`config.mk`:
```
export PLATFORM = sky130hd
export DESIGN_NAME = hazard_forward_unit
export DESIGN_NICKNAME = d
export VERILOG_FILES = /design/src/rtl/hazard_pkg.sv /design/src/rtl/hazard_forward_unit_fwd_select.sv /design/src/rtl/hazard_forward_unit.sv
export SDC_FILE = /design/constraint.sdc
export NUM_CORES = 1
export LEC_CHECK = 0
export CAP_MARGIN = 20
export CORE_ASPECT_RATIO = 0.8
export CORE_MARGIN = 2
export CORE_UTILIZATION = 40
export CTS_CLUSTER_DIAMETER = 80
export DETAILED_ROUTE_END_ITERATION = 16
export PLACE_DENSITY = 0.66
export SYNTH_ARGS = -nofsm -noshare
export SYNTH_HDL_FRONTEND = slang
export SYNTH_SLANG_ARGS = --single-unit
```
`constraint.sdc`:
```
create_clock -name clk -period 2.38 [get_ports clk]
set_input_delay 0.476 -clock clk [delete_from_list [all_inputs] [get_ports clk]]
set_output_delay 0.476 -clock clk [all_outputs]
set_load 0.05 [all_outputs]
```
`src/rtl/hazard_pkg.sv`:
```
// Shared types for the hazard / forwarding unit: forward mux selects,
// the per-stage register tag carried down the shadow pipeline, and the
// tag comparison used by every match.
package hazard_pkg;

   typedef enum logic [1:0] {
      FWD_RF  = 2'b00,
      FWD_WB  = 2'b01,
      FWD_MEM = 2'b10
   } fwd_sel_t;

   typedef struct packed {
      logic [4:0] rd;
      logic       reg_write;
      logic       mem_read;
      logic       valid;
   } stage_tag_t;

   localparam logic [4:0] REG_X0 = 5'd0;

   localparam stage_tag_t TAG_BUBBLE = '0;

   // x0 is hard-wired to zero, so a tag targeting it never produces data.
   function automatic logic tag_hit(input stage_tag_t tag, input logic [4:0] rs);
      return tag.valid && tag.reg_write && (tag.rd != REG_X0) && (tag.rd == rs);
   endfunction

endpackage

```
`src/rtl/hazard_forward_unit_fwd_select.sv`:
```
// Forward select for one source register: compares it against the EX, MEM
// and WB tags and picks the newest producer.
module fwd_select
   import hazard_pkg::*;
(
   input  logic [4:0] rs,
   input  logic       used,
   input  stage_tag_t ex_tag,
   input  stage_tag_t mem_tag,
   input  stage_tag_t wb_tag,
   output fwd_sel_t   sel,
   output logic       bypass
);

   // Priority EX > MEM > WB; a load in EX cannot forward yet (load-use stall).
   always_comb begin
      sel    = FWD_RF;
      bypass = 1'b0;
      if (used) begin
         if (tag_hit(ex_tag, rs) && !ex_tag.mem_read) begin
            sel = FWD_MEM;
         end else if (tag_hit(mem_tag, rs)) begin
            sel = FWD_WB;
         end else if (tag_hit(wb_tag, rs)) begin
            bypass = 1'b1;
         end
      end
   end

endmodule

```
`src/rtl/hazard_forward_unit.sv`:
```
// Hazard detection and EX forwarding for a 5-stage pipeline. Tracks the
// destination tags of the instructions in EX/MEM/WB, registers forward
// selects for the EX muxes, and drives stall / bubble / flush controls.
module hazard_forward_unit
   import hazard_pkg::*;
#(
   parameter int FLUSH_CYCLES = 2,
   parameter int CNT_W        = 16
) (
   input  logic             clk,
   input  logic             rst_n,
   input  logic             id_valid,
   input  logic [4:0]       id_rs1,
   input  logic [4:0]       id_rs2,
   input  logic             id_uses_rs1,
   input  logic             id_uses_rs2,
   input  logic [4:0]       id_rd,
   input  logic             id_reg_write,
   input  logic             id_mem_read,
   input  logic             branch_taken,
   output logic             pc_write,
   output logic             if_id_write,
   output logic             if_id_flush,
   output logic             id_ex_bubble,
   output logic [1:0]       forward_a,
   output logic [1:0]       forward_b,
   output logic             wb_bypass_a,
   output logic             wb_bypass_b,
   output logic [CNT_W-1:0] stall_count,
   output logic [CNT_W-1:0] flush_count
);

   localparam int FC_W = (FLUSH_CYCLES < 1) ? 1 : $clog2(FLUSH_CYCLES + 1);

   stage_tag_t       ex_tag;
   stage_tag_t       mem_tag;
   stage_tag_t       wb_tag;
   fwd_sel_t         sel_a;
   fwd_sel_t         sel_b;
   fwd_sel_t         fwd_a_q;
   fwd_sel_t         fwd_b_q;
   logic [FC_W-1:0]  flush_cnt;
   logic             use_a;
   logic             use_b;
   logic             flushing;
   logic             load_use;
   logic             stall;
   logic             advance;

   assign use_a = id_valid && id_uses_rs1;
   assign use_b = id_valid && id_uses_rs2;

   fwd_select u_sel_a (
      .rs      (id_rs1),
      .used    (use_a),
      .ex_tag  (ex_tag),
      .mem_tag (mem_tag),
      .wb_tag  (wb_tag),
      .sel     (sel_a),
      .bypass  (wb_bypass_a)
   );

   fwd_select u_sel_b (
      .rs      (id_rs2),
      .used    (use_b),
      .ex_tag  (ex_tag),
      .mem_tag (mem_tag),
      .wb_tag  (wb_tag),
      .sel     (sel_b),
      .bypass  (wb_bypass_b)
   );

   // A pending flush or a branch resolving this cycle overrides the load-use
   // stall: the dependent instruction is on the wrong path anyway.
   always_comb begin
      flushing = (flush_cnt != '0);
      load_use = ex_tag.valid && ex_tag.mem_read && (ex_tag.rd != REG_X0) &&
                 ((use_a && (ex_tag.rd == id_rs1)) || (use_b && (ex_tag.rd == id_rs2)));
      stall    = load_use && !flushing && !branch_taken;
      advance  = !stall && !flushing;
   end

   assign pc_write     = !stall;
   assign if_id_write  = !stall;
   assign if_id_flush  = flushing;
   assign id_ex_bubble = stall || flushing;
   assign forward_a    = fwd_a_q;
   assign forward_b    = fwd_b_q;

   // Shadow tag pipeline and registered forward selects for the EX stage.
   always_ff @(posedge clk or negedge rst_n) begin
      if (!rst_n) begin
         ex_tag  <= TAG_BUBBLE;
         mem_tag <= TAG_BUBBLE;
         wb_tag  <= TAG_BUBBLE;
         fwd_a_q <= FWD_RF;
         fwd_b_q <= FWD_RF;
      end else begin
         wb_tag  <= mem_tag;
         mem_tag <= ex_tag;
         if (advance) begin
            ex_tag  <= '{rd: id_rd, reg_write: id_reg_write,
                         mem_read: id_mem_read, valid: id_valid};
            fwd_a_q <= sel_a;
            fwd_b_q <= sel_b;
         end else begin
            ex_tag  <= TAG_BUBBLE;
            fwd_a_q <= FWD_RF;
            fwd_b_q <= FWD_RF;
         end
      end
   end

   // Flush window down-counter; a new taken branch restarts the window.
   always_ff @(posedge clk or negedge rst_n) begin
      if (!rst_n) begin
         flush_cnt <= '0;
      end else if (branch_taken) begin
         flush_cnt <= FC_W'(FLUSH_CYCLES);
      end else if (flushing) begin
         flush_cnt <= flush_cnt - FC_W'(1);
      end
   end

   // Saturating event counters for stalls and taken branches.
   always_ff @(posedge clk or negedge rst_n) begin
      if (!rst_n) begin
         stall_count <= '0;
         flush_count <= '0;
      end else begin
         if (stall && (stall_count != '1)) begin
            stall_count <= stall_count + CNT_W'(1);
         end
         if (branch_taken && (flush_count != '1)) begin
            flush_count <= flush_count + CNT_W'(1);
         end
      end
   end

endmodule
```
## Word level (Yosys, flattened, before mapping)

Cells that the tools add are included.

| word-level totals | value |
|---|---|
| flip-flop bits (word level) | 60 |
| bits of input ports | 23 |
| logic and storage cells | 82 |

| operators by class | value |
|---|---|
| add/sub/neg operators | 3 |
| equal/unequal tests | 8 |
| multiplexer cells | 19 |
| reductions and logical operators | 37 |

Operator list:

| kind | count |
|---|---|
| 16-bit by 1-bit adder with 16-bit output (second input constant) | 2 |
| 16-bit inequality test (second input constant) | 2 |
| 5-bit == test | 6 |
| 1-bit logical AND | 26 |
| 2-bit 2-to-1 mux | 8 |
| 5-bit nonzero test | 3 |
| 1-bit 2-to-1 mux | 10 |
| 8-bit 2-to-1 mux | 1 |
| 1-bit zero test | 4 |
| 2-bit nonzero test | 2 |
| 1-bit logical OR | 2 |
| 2-bit by 1-bit subtractor with 2-bit output (second input constant) | 1 |

## Longest topological paths before layout

| depth | value |
|---|---|
| word-level depth | 9 |
| gate-level depth with buffers | 9 |

## Cells and area by module

From an unflattened synthesis, not the netlist that was laid out.

| second synthesis, totals | value |
|---|---|
| cell total of the unflattened synthesis | 283 |
| area, all modules | 3,133.0 um2 |

Modules (own cells, without submodules):

| module | instances | cells each | area each (um2) |
|---|---|---|---|
| hazard_forward_unit | 1 | 215 | 2,605.0 |
| fwd_select | 2 | 34 | 264.0 |

## Least setup slack after synthesis

Ideal clock, no wire load.

| timing | value |
|---|---|
| kind | register -> output |
| start point | register ex_tag[4] (netlist name) |
| end point | output wb_bypass_b |
| arrival time | 1.929 ns |
| required time | 1.904 ns |
| path slack | -0.025 ns |
| cell stages (with the launch flop) | 7 |
| cell sequence | dfrtp_1 or4_4 nor2_1 nor3_1 nand3_1 nand2_1 nor2_1 |

| on the way | value |
|---|---|
| cells in the longest elaborated chain, start to end | 6 |

RTL lines:

| element | RTL line | source |
|---|---|---|
| 5-bit nonzero test | hazard_pkg.sv:25 | `return tag.valid && tag.reg_write && (tag.rd != REG_X0) && (tag.rd == rs);` |
| 1-bit logical AND | hazard_pkg.sv:25 |  |
| 1-bit logical AND * | hazard_pkg.sv:25 |  |
| 1-bit logical AND * | hazard_forward_unit_fwd_select.sv:20 | `if (tag_hit(ex_tag, rs) && !ex_tag.mem_read) begin` |
| 1-bit 2-to-1 mux * | hazard_forward_unit_fwd_select.sv:20 |  |
| 1-bit 2-to-1 mux * | hazard_forward_unit_fwd_select.sv:19 | `if (used) begin` |
| end: declaration | hazard_forward_unit.sv:28 | `output logic wb_bypass_b,` |

Mark *: on every way between the ends. The rest lies on a longest branch, timed or not.

## Final worst setup path

| timing | value |
|---|---|
| start point | register ex_tag[5] (netlist name) |
| end point | output if_id_write |

| on the way | value |
|---|---|
| cells in the longest elaborated chain, start to end | 7 |

RTL lines:

| element | RTL line | source |
|---|---|---|
| 5-bit == test | hazard_forward_unit.sv:78 | `((use_a && (ex_tag.rd == id_rs1)) \|\| (use_b && (ex_tag.rd == id_rs2)));` |
| 1-bit logical AND | hazard_forward_unit.sv:78 |  |
| 1-bit logical OR | hazard_forward_unit.sv:78 |  |
| 1-bit logical AND * | hazard_forward_unit.sv:77 | `load_use = ex_tag.valid && ex_tag.mem_read && (ex_tag.rd != REG_X0) &&` |
| 1-bit logical AND * (2 in a row) | hazard_forward_unit.sv:79 | `stall = load_use && !flushing && !branch_taken;` |
| 1-bit zero test * | hazard_forward_unit.sv:84 | `assign if_id_write = !stall;` |
| end: declaration | hazard_forward_unit.sv:22 | `output logic if_id_write,` |

Marked as above.

==> metrics.yaml <==
placement:
  io_buffers: 64
  dpl_worst_slack_ns: -0.3107
  placed_area_um2: 3794
  finalWeightedCongestion: 0.8789
  place_hpwl_mm: 4.779
timing:
  worstMarginPinSlew_ns: 0.6593
  grt_setup_unrepaired: "yes"
  fin_ws_ns: -0.2647
  tns_ns: -3.468
  whs_ns: 0.1582
  max_freq_mhz: 378.1
  clock_skew_ns: 0.01076
  slew_headroom: 0.5605
  period_share: 1.111
  period_needed_ns: 2.645
  hold_violations: 0
  setup_viol_count_final: 20
  finalMaxSlewViolations: 0
route:
  wl_per_cell_um: 15.60
  route.detailed.drc: 0
  antenna_left: 0
  via_count: 2426
  drtIter0Drc: 52
  wirelength_mm: 7.567
  vias_per_cell: 5.002
  drtPass1Iterations: 4
clock_network:
  cts_sinks: 60
  tritoncts: "done"
  clk_path_buf_depth: 2
  cts_buffers: 9
  clk_transition_reported_paths_ns: 0.07
  clk_latency_ns: 0.34
  root_buffer: "clkbuf_8"
  cts-hold-fix-buffers: 0
  h-tree-depth: 3
synth:
  synth_nets: 283
  avgSynthCellArea_um2: 11.05
  ys_seq_area_frac: 0.5286
  ys_async_sr_fraction: 1.000
  yosys.area.top_type: "dfrtp_1"
  netlist.area_leader.share: 0.5286
  ys_warn_count: 0
  synthFlopType: "dfrtp_1"
  synth_cell_types: 40
  ys_seq_elements: 60
  synthCells: 257
  netlist_area_um2: 2840
  yosys-top-cells-area: "dfrtp_1, xnor2_1, xor2_1"
  synth-edff-count: 0
global_routing:
  overflow: 0
  grt_pass1_wl_mm: 12.02
  grt_pass1_vias: 2475
  grt_antenna_before_repair: 0
  grt_max_degree: 34
  grt_util_all_layers: 0.1987
finish:
  fin_nets: 419
  nFillCells: 533
  final_cell_mix: "dfrtp_1, buf_4, clkdlybuf4s50_1, xor2_1, xnor2_1"
  areaGrowthSynthToFinish_pct: 59.69
  drive_above_1_share: 0.3015
  antenna_cells: 0
  fin_area_um2: 4536
  final_common_cell: "dfrtp_1"
setup_path:
  cpLargestDelayFamily: "simple AND/OR/NAND/NOR gates"
  critPathRequiredTime_ns: 1.90
  end_kind: "output port"
  critPathBufInv: 3
  slowest_stage: "dfrtp_2"
  startpoint_type: "register"
  crit_chain: "buf_6, xor2_1, nor3_2, nand4_1, buf_4, and2_4, or2_4, buf_8"
  cp.arrival_ns: 2.17
  path_max_fanout: 3
  critPathMaxStageDelay_ns: 0.42
  critPathKind: "reg -> out"
power:
  seq_power_share: 0.375
  clockPowerShare: 0.314
  powerDensity_nw_per_um2: 796.0
  intPower_mw: 2.401
  swShare: 0.3350
  power_leakage_nw: 2.058
  vdd.ir_drop.worst_uv: 747.1
  power_switching_mw: 1.209
  power_frac_comb: 0.311
floorplan:
  fp.dieH_um: 79.37
  initial_core_util: 0.4121
  boundaryPins: 65
  die_x_um: 98.21
  dieArea_um2: 7795
  std_cell_rows: 27
  core_um2: 6892
run_status:
  violations: "negative setup slack"
  run_status: "finished with violations"
worst_hold_path:
  worstHoldPathType: "in -> async"
run:
  maxCapViolations: 0
[synthesized netlist by cell type, drive strengths merged (2+ instances only)]
library cell  number
a21oi              6
and2               8
and3               5
and4b              2
buf                2
dfrtp             60
ha                 3
inv               10
mux2               3
nand2             19
nand3             14
nand3b             2
nand4             14
nor2              20
nor3               9
nor4               6
o21a               2
or3                2
or4                2
xnor2             28
xor2              28
[power by group through the flow]
stage | combinational (mW) | sequential, mW | clock (mW)
detailed placement | 0.932 | 1.38 | 0
global placement | 0.925 | 1.37 | 0
finish | 1.12 | 1.36 | 1.13
CTS | 1.08 | 1.35 | 1.16
floorplan | 0.411 | 1.52 | 0
global route | 1.20 | 1.38 | 1.21
[final timing paths]
kind	start	endpoint	slack, ns	cells past startpoint
max	ex_tag[5]	if_id_write	-0.26	8
min	rst_n	ex_tag[1]	0.16	1
max reg2reg	ex_tag[5]	stall_count[1]	-0.24	12
min reg2reg	mem_tag[0]	wb_tag[0]	0.39	0
max in group asynchronous	rst_n	stall_count[10]	1.60	2
min in group clk	mem_tag[0]	wb_tag[0]	0.39	0
[metal layers]
metal  wire length, um  global-route usage
met5                 0                   0
met3               362             0.06655
met4               145             0.06849
met2              3735              0.3096
met1              3324              0.2623
[through the flow]
stage / power (mW) / std cells / utilization
6_report: 3.610 / 485 / 0.6581
2_1_floorplan: 1.927 / 257 / -
3_3_place_gp: 2.298 / 429 / 0.5505
5_1_grt: 3.785 / 485 / 0.6581
3_5_place_dp: 2.309 / 429 / 0.5505
4_1_cts: 3.588 / 483 / 0.6380
[cells by family (layout without fill, tap and decap cells)]
family	Yosys count	count (layout)	synth area share
simple gates	106	106	0.1982
flops	60	60	0.5286
xor+xnor	56	56	0.1727
compound gates	16	16	0.05199
buf+inv	12	153	0.01982
mux	4	4	0.01542
fa+ha+maj	3	3	0.01322
[sequential cells by signal, indices dropped and copies added (netlist names)]
register,cells
ex_tag,8
flush_cnt,2
flush_count,16
forward_a,2
forward_b,2
mem_tag,7
stall_count,16
wb_tag,7
[worst register-to-register path, stage by stage (launching register included)]
cell and delay, ns:
dfrtp_2 0.42, buf_6 0.13, xor2_1 0.17, nor3_2 0.23, nand4_1 0.16, buf_4 0.16
buf_4 0.12, buf_4 0.12, buf_4 0.12, buf_4 0.14, a21oi_4 0.28, buf_4 0.17
mux2_4 0.28
[layout make-up]
| type | instances | area (um2) | area share |
|---|---|---|---|
| flip-flops and latches | 60 | 1504 | 0.3316 |
| multi-input cells | 185 | 1423 | 0.3137 |
| repair buffers | 127 | 1211 | 0.2670 |
| clock buffers | 10 | 137.6 | 0.03034 |
| clock inverters | 6 | 111.4 | 0.02455 |
| well taps | 87 | 108.9 | 0.02400 |
| inverters | 10 | 40.04 | 0.008828 |
[repair_timing]
action                     in CTS  in global routing
gates cloned                    0                  1
gates resized for setup        26                 21
hold endpoints to repair        0                  0
setup endpoints to repair       6                 21
pin swaps                      22                 18
setup buffers                  38                  7
(Power assumes the default switching activity.)
